`src/rtl/pipeline_stage_mem.sv`:
```
// Memory-access stage: word loads/stores over a req/ack port, upstream stall while waiting,
// registered MEM/WB result, and a timeout that turns a silent memory into a bus-error retire.
module pipeline_stage_mem #(
  parameter int unsigned Timeout = 16
) (
  input  logic        clk_i,
  input  logic        rst_i,
  // execute-stage inputs
  input  logic        ex_wr_en_i,
  input  logic        ex_mem_en_i,
  input  logic        ex_mem_wr_i,
  input  logic [4:0]  ex_rd_sel_i,
  input  logic [31:0] ex_alu_val_i,
  input  logic [31:0] ex_store_val_i,
  // data-memory port
  output logic        dmem_req_o,
  output logic        dmem_we_o,
  output logic [31:0] dmem_addr_o,
  output logic [31:0] dmem_wdata_o,
  input  logic        dmem_ack_i,
  input  logic [31:0] dmem_rdata_i,
  // pipeline control and writeback
  output logic        mem_stall_o,
  output logic        mem_wr_en_o,
  output logic [4:0]  mem_rd_sel_o,
  output logic [31:0] mem_wb_val_o,
  output logic        mem_misaligned_o,
  output logic        mem_bus_err_o
);

  localparam int unsigned CntW = (Timeout > 1) ? $clog2(Timeout) : 1;
  localparam logic [CntW-1:0] CntMax = CntW'(Timeout - 1);

  typedef enum logic [0:0] {StIdle, StWait} state_e;

  state_e          state_q, state_d;
  logic [CntW-1:0] cnt_q, cnt_d;

  logic        req_q, req_d;
  logic        we_q, we_d;
  logic [31:0] addr_q, addr_d;
  logic [31:0] wdata_q, wdata_d;

  logic        wr_en_q, wr_en_d;
  logic [4:0]  rd_sel_q, rd_sel_d;
  logic [31:0] wb_val_q, wb_val_d;
  logic        misaligned_q, misaligned_d;
  logic        bus_err_q, bus_err_d;
  logic        stall;

  always_comb begin
    state_d      = state_q;
    cnt_d        = cnt_q;
    req_d        = req_q;
    we_d         = we_q;
    addr_d       = addr_q;
    wdata_d      = wdata_q;
    wr_en_d      = wr_en_q;
    rd_sel_d     = rd_sel_q;
    wb_val_d     = wb_val_q;
    misaligned_d = 1'b0;
    bus_err_d    = 1'b0;
    stall        = 1'b0;

    unique case (state_q)
      StIdle: begin
        if (!ex_mem_en_i) begin
          wr_en_d  = ex_wr_en_i;
          rd_sel_d = ex_rd_sel_i;
          wb_val_d = ex_alu_val_i;
        end else if (ex_alu_val_i[1:0] != 2'b00) begin
          // Misaligned access never reaches memory; it retires as a flagged bubble.
          wr_en_d      = 1'b0;
          misaligned_d = 1'b1;
        end else begin
          stall   = 1'b1;
          addr_d  = {ex_alu_val_i[31:2], 2'b00};
          we_d    = ex_mem_wr_i;
          wdata_d = ex_store_val_i;
          req_d   = 1'b1;
          cnt_d   = '0;
          wr_en_d = 1'b0;
          state_d = StWait;
        end
      end

      StWait: begin
        // Ack is checked first so a response on the final cycle still retires normally.
        if (dmem_ack_i) begin
          if (!we_q) begin
            wb_val_d = dmem_rdata_i;
            wr_en_d  = ex_wr_en_i;
            rd_sel_d = ex_rd_sel_i;
          end else begin
            wr_en_d = 1'b0;
          end
          req_d   = 1'b0;
          state_d = StIdle;
        end else if (cnt_q == CntMax) begin
          bus_err_d = 1'b1;
          wr_en_d   = 1'b0;
          req_d     = 1'b0;
          state_d   = StIdle;
        end else begin
          cnt_d = cnt_q + CntW'(1);
          stall = 1'b1;
        end
      end

      default: state_d = StIdle;
    endcase
  end

  always_ff @(posedge clk_i) begin
    if (rst_i) begin
      state_q      <= StIdle;
      cnt_q        <= '0;
      req_q        <= 1'b0;
      we_q         <= 1'b0;
      addr_q       <= '0;
      wdata_q      <= '0;
      wr_en_q      <= 1'b0;
      rd_sel_q     <= '0;
      wb_val_q     <= '0;
      misaligned_q <= 1'b0;
      bus_err_q    <= 1'b0;
    end else begin
      state_q      <= state_d;
      cnt_q        <= cnt_d;
      req_q        <= req_d;
      we_q         <= we_d;
      addr_q       <= addr_d;
      wdata_q      <= wdata_d;
      wr_en_q      <= wr_en_d;
      rd_sel_q     <= rd_sel_d;
      wb_val_q     <= wb_val_d;
      misaligned_q <= misaligned_d;
      bus_err_q    <= bus_err_d;
    end
  end

  assign dmem_req_o       = req_q;
  assign dmem_we_o        = we_q;
  assign dmem_addr_o      = addr_q;
  assign dmem_wdata_o     = wdata_q;
  assign mem_stall_o      = stall;
  assign mem_wr_en_o      = wr_en_q;
  assign mem_rd_sel_o     = rd_sel_q;
  assign mem_wb_val_o     = wb_val_q;
  assign mem_misaligned_o = misaligned_q;
  assign mem_bus_err_o    = bus_err_q;

endmodule
```
`config.mk`:
```
export PLATFORM = sky130hd
export DESIGN_NAME = pipeline_stage_mem
export DESIGN_NICKNAME = d
export VERILOG_FILES = /design/src/rtl/pipeline_stage_mem.sv
export SDC_FILE = /design/constraint.sdc
export NUM_CORES = 1
export LEC_CHECK = 0
export ABC_CLOCK_PERIOD_IN_PS = 1850
export CAP_MARGIN = 20
export CORE_ASPECT_RATIO = 1.75
export CORE_MARGIN = 10
export CORE_UTILIZATION = 30
export DETAILED_ROUTE_END_ITERATION = 10
export DONT_BUFFER_PORTS = 1
export PLACE_DENSITY = 0.54
export SYNTH_ARGS = -nofsm -noshare
export SYNTH_HDL_FRONTEND = slang
export SYNTH_SLANG_ARGS = --single-unit
export TNS_END_PERCENT = 5
```
`constraint.sdc`:
```
create_clock -name clk_i -period 1.85 [get_ports clk_i]
set_clock_uncertainty 0.1 [all_clocks]
set_input_delay 0.2775 -clock clk_i [delete_from_list [all_inputs] [get_ports clk_i]]
set_output_delay 0.2775 -clock clk_i [all_outputs]
set_load 0.01 [all_outputs]
```
# --- Yosys cells after proc, flatten, opt, wreduce, memory -nomap -nowiden ---
# Cells that the tools add are included.
op_classes:
  eq_ne: 9
  add_sub_neg: 1
  bitwise: 3
  n_mux: 29
  reduce_logical: 7
ops:
  columns: ["op", "count"]
  rows:
  - ["2-to-1 mux 32 bit", 3]
  - ["case mux 32 bit (2 select lines)", 1]
  - ["2-to-1 mux 4 bit", 4]
  - ["2-to-1 mux 5 bit", 3]
  - ["inequality test 2 bit (second input constant)", 7]
  - ["2-to-1 mux 1 bit", 13]
  - ["case mux 5 bit (2 select lines)", 1]
  - ["AND reduction 3 bit", 3]
  - ["case mux 4 bit (2 select lines)", 1]
  - ["case mux 1 bit (2 select lines)", 3]
  - ["OR reduction 3 bit", 2]
  - ["adder 4 x 1 -> 4 bit (second input constant)", 1]
  - ["== test 4 bit (second input constant)", 1]
  - ["AND reduction 4 bit", 1]
  - ["inequality test 3 x 2 -> 1 bit (second input constant)", 1]
  - ["inverter 1 bit", 3]
  - ["nonzero test 2 bit", 1]
word_totals:
  ff_bits: 109
  out_inout_bits: 107
  wordCells: 60

# --- Depth between registers and ports, before layout ---
depth:
  depth_word: 4
  ltp_mapped: 7
  ltp_nobuf: 4

# --- Worst setup path after synthesis ---
# No wires, ideal clock.
synth_path:
  kind: "reg-to-reg"
  startpoint: "reg state_q"
  endpoint: "reg addr_q[24] (netlist: dmem_addr_o[24])"
  setup_time_ps: 132
  setup_slack_ps: 203
  arrival_ps: 1415
  path_stages_with_launch: 8
  period_less_slack_ps: 1647
  cell_sequence: "dfxtp_1 buf_6 or4b_1 buf_2 buf_6 buf_6 nand2_1 a21oi_1"
synth_via:
  elab_chain_cells: 2
synth_rtl:
  columns: ["element", "line_no", "text"]
  rows:
  - ["start: declaration", "36", "state_e state_q, state_d;"]
  - ["start signal: assignment", "116", "state_q <= StIdle;"]
  - ["start signal: assignment", "128", "state_q <= state_d;"]
  - ["inverter 1 bit (no line)", null, null]
  - ["AND reduction 3 bit (no line)", null, null]
  - ["end signal: assignment", "132", "addr_q <= addr_d;"]
  - ["end: declaration", "41", "logic [31:0] addr_q, addr_d;"]
# No other way between the ends.
# A chain may end at the register's enable or synchronous reset.

# --- Final worst setup path ---
layout_path:
  startpoint: "reg state_q"
  endpoint: "out mem_stall_o"
layout_via:
  elab_chain_cells: 2
layout_rtl:
  columns: ["element", "line_no", "text"]
  rows:
  - ["inverter 1 bit (no line)", null, null]
  - ["case mux 1 bit (2 select lines) (*)", "65", "unique case (state_q)"]
  - ["end: declaration", "23", "output logic mem_stall_o,"]
# Mark *: on every way between the ends. The rest lies on a longest branch, timed or not.

==> metrics.sh <==
DRIVE_ABOVE_1_SHARE_PCT=8.07
SEQUENTIAL_CELL_AREA_UM2=2190
CLOCK_TREE_FROM_TRITONCTS='done'
REPORT.FINAL.SETUP_VIOL=0
IO_BUFFER_COUNT=0
MAXSLEWVIOLCOUNT=0
LEAKAGE_POWER_TOTAL_nW=1.56
POST-SYNTH-TOP-AREA-CELL='dfxtp_1'
SETUP.WORST_PATH.END_CLASS='output port'
ANTENNA_FOUND_INITIAL=0
TRITONCTS.NUM_BUFFERS=9
STD_CELL_ROWS=57
DRT_PASS1_ITERATIONS=4
NUM-NETS-FINAL=586
DESIGN.CORE.AREA_UM2=13900
FINAL_UTIL_PCT=34.3
SYNTH_AREA_PER_CELL_UM2=8.60
POST_CTS_HOLD_BUFFER_COUNT=1
VIAS_PER_CELL=5.22
OUTCOME='finished with violations'
DIEHEIGHT_UM=178
VDD.IR_DROP.WORST_mV=0.372
ANTENNA_VIOLATING_NETS_POST_ROUTE=0
N_ANTENNA_CELL=0
UNIQUE_CELL_TYPE_COUNT_IN_THE_YOSYS_NETLIST=33
SYNTH.AREA.TOP_CELLS='dfxtp_1, nand2_1, a21oi_1, mux2i_1, a211oi_1'
WL_PER_CELL_UM=21.3
FINAL.PERIOD_UTILIZATION_PCT=98.5
FINAL.HOLD.WORST_SLACK_NS=-0.108
CTS_ROOT_BUFFER='clkbuf_16'
FILL_CELLS=1435
SYN_AREA_UM2=4270
GRT_SETUP_UNREPAIRED='yes'
GRT_UTIL_ALL_LAYERS_PCT=13.6
FINAL_ROUTED_WIRELENGTH_UM=14100
CELL_COUNT_AFTER_SYNTHESIS=496
CTS.CLK_SLEW.WORST_PATHS_NS=0.07
CTS_SINKS=109
DIE_WIDTH_UM=110
MULTI_INPUT_AREA_UM2=1870
MAX_CLOCK_FREQ_MHz=549
CP.ARRIVAL_NS=1.44
DRC_ERRORS=0
GRT-OVFL-TOTAL=0
SYNTH-SEQ-AREA-SHARE_PCT=51.2
YS.FLOP_TYPE='dfxtp_1'
FIN_TNS_SETUP_NS=0
ASYNCSETRESETFLOPFRACSYNTH_PCT=0
POSTLAYOUTSETUPSLACKWORST_NS=0.0286
WORST-ENDPOINT-REQUIRED_NS=1.47
CRIT_FANOUT=3
DRT-INITIAL-DRC-COUNT=133
H_TREE_LEVEL_COUNT=3
CELLPOWERDENSITY_nW_PER_UM2=1010
GP_ROUTABILITY_CONGESTION=0.746
SYNTH-EDFF-COUNT=0
DPL_WORST_SLACK_NS=0.0905
CP-START-KIND='flip-flop'
YOSYS_REGISTER_BITS=109
MOST_COMMON_CELL_AFTER_LAYOUT_FILL_AND_TAPS_ASIDE='nand2_1'
GRT_MAX_DEGREE=110
RR_WORST_DEPTH=4
GRT_PASS1_VIAS=3437
NUM_VIAS=3446
CLOCK_LATENCY_REPORTED_FOR_THE_LATE_SIDE_OF_THE_WORST_SKEW_PAIR_NS=0.34
NUMBER_OF_ENDPOINTS_WITH_NEGATIVE_HOLD_SLACK_IN_THE_FINAL_REPORT=108
FAILED_CHECKS='negative hold slack'
LAYOUT_COMMON_CELLS='nand2_1, dfxtp_1, a21oi_1, nor3_1'
FLOORPLAN.INITIALDENSITY_PCT=30.7
MAX_CAP_VIOLATIONS=0
COUNT_OF_WARNINGS_EMITTED_BY_YOSYS=0
DIEAREA_UM2=19600
MIN_PATH_CELLS=1
GRT_FIRST_PASS_WIRELENGTH_UM=20400
PERIOD_NEEDED_NS=1.82
CTS.PATH.MAX_BUFFERS=2
HOLDCRITPATHCLASS='in -> reg'
DP_HPWL_UM=10200
FLOORPLAN.IO_PINS=214
SHARE_OF_THE_SYNTHESIZED_AREA_IN_THE_TOP_CELL_TYPE_PCT=51.2
FLOW.AREA_GROWTH_FROM_SYNTHESIS_PCT=11.7
CLASS_OF_THE_MOST_CRITICAL_SETUP_PATH='reg -> out'
==> logic make-up after synthesis <==
family          Yosys count  synth area share, %
other cells               1               0.0879
compound gates          119                 16.4
mux                      32                 7.51
buf+inv                  47                 5.60
flops                   109                 51.2
fa+ha+maj                 1                0.293
simple gates            187                 18.9
==> registers in the layout, summed over array words and instances, names as in the netlist, 4 cells and up <==
name          count
cnt_q             4
dmem_addr_o      30
dmem_wdata_o     32
mem_rd_sel_o      5
mem_wb_val_o     32
==> through the flow <==
stage | area (um^2) | total power, mW | cells
floorplan | 4270 | 2.93 | 497
global placement | 4400 | 3.01 | 639
detailed placement | 4400 | 3.02 | 639
CTS | 4750 | 4.89 | 660
global route | 4760 | 5.03 | 660
finish | 4760 | 4.81 | 660
==> area by class of cell <==
| class | instances | share of cell area (%) |
|---|---|---|
| Inverter | 1 | 0.0788 |
| Clock buffer | 9 | 4.73 |
| Sequential cell | 109 | 45.9 |
| Tap cell | 177 | 4.65 |
| Clock inverter | 7 | 1.16 |
| Timing Repair Buffer | 16 | 4.15 |
| Multi-Input combinational cell | 341 | 39.3 |
==> cells in the mapped netlist, types with 2 or more instances <==
library cell  number
a211oi_1          32
a21oi_1           72
buf_2             17
buf_4              3
buf_6              4
clkbuf_1          22
dfxtp_1          109
mux2i_1           32
nand2_1          128
nand3_1            9
nor2_1             2
nor2b_1            2
nor3_1            34
nor4b_1            2
o211ai_1           4
o21ai_0            7
==> routing by layer <==
metal / share of wire [%] / global-route usage [%]
met5: 0 / 0
met4: 1.8 / 4.35
met3: 12 / 7.12
met2: 51 / 22.9
met1: 35 / 14.1
==> worst max-delay path, stage by stage (launching register included) <==
cell	delay (ns)
dfxtp_4	0.36
or4b_4	0.50
buf_12	0.14
o21ai_2	0.09
==> final timing paths <==
kind	startpoint	end	slack, ns
hold reg to reg	dmem_wdata_o[16]	dmem_wdata_o[16]	0.40
hold / removal	rst_i	dmem_wdata_o[12]	-0.11
setup reg to reg	state_q	mem_bus_err_o	0.15
setup / recovery	state_q	mem_stall_o	0.03
==> power by group <==
group / internal, mW / leakage, nW / switching, mW
clock network: 0.934 / 0.139 / 0.911
logic: 0.156 / 0.524 / 0.193
registers: 2.46 / 0.893 / 0.155
total: 3.55 / 1.56 / 1.26
==> repair_timing <==
item | in CTS | in global routing
setup endpoints to repair | 1 | 2
buffers inserted | 3 | 0
gates resized for setup | 2 | 1
pin swaps | 1 | 0
cloned | 1 | 0
hold endpoints to repair | 109 | 108
(Power assumes the default switching activity.)
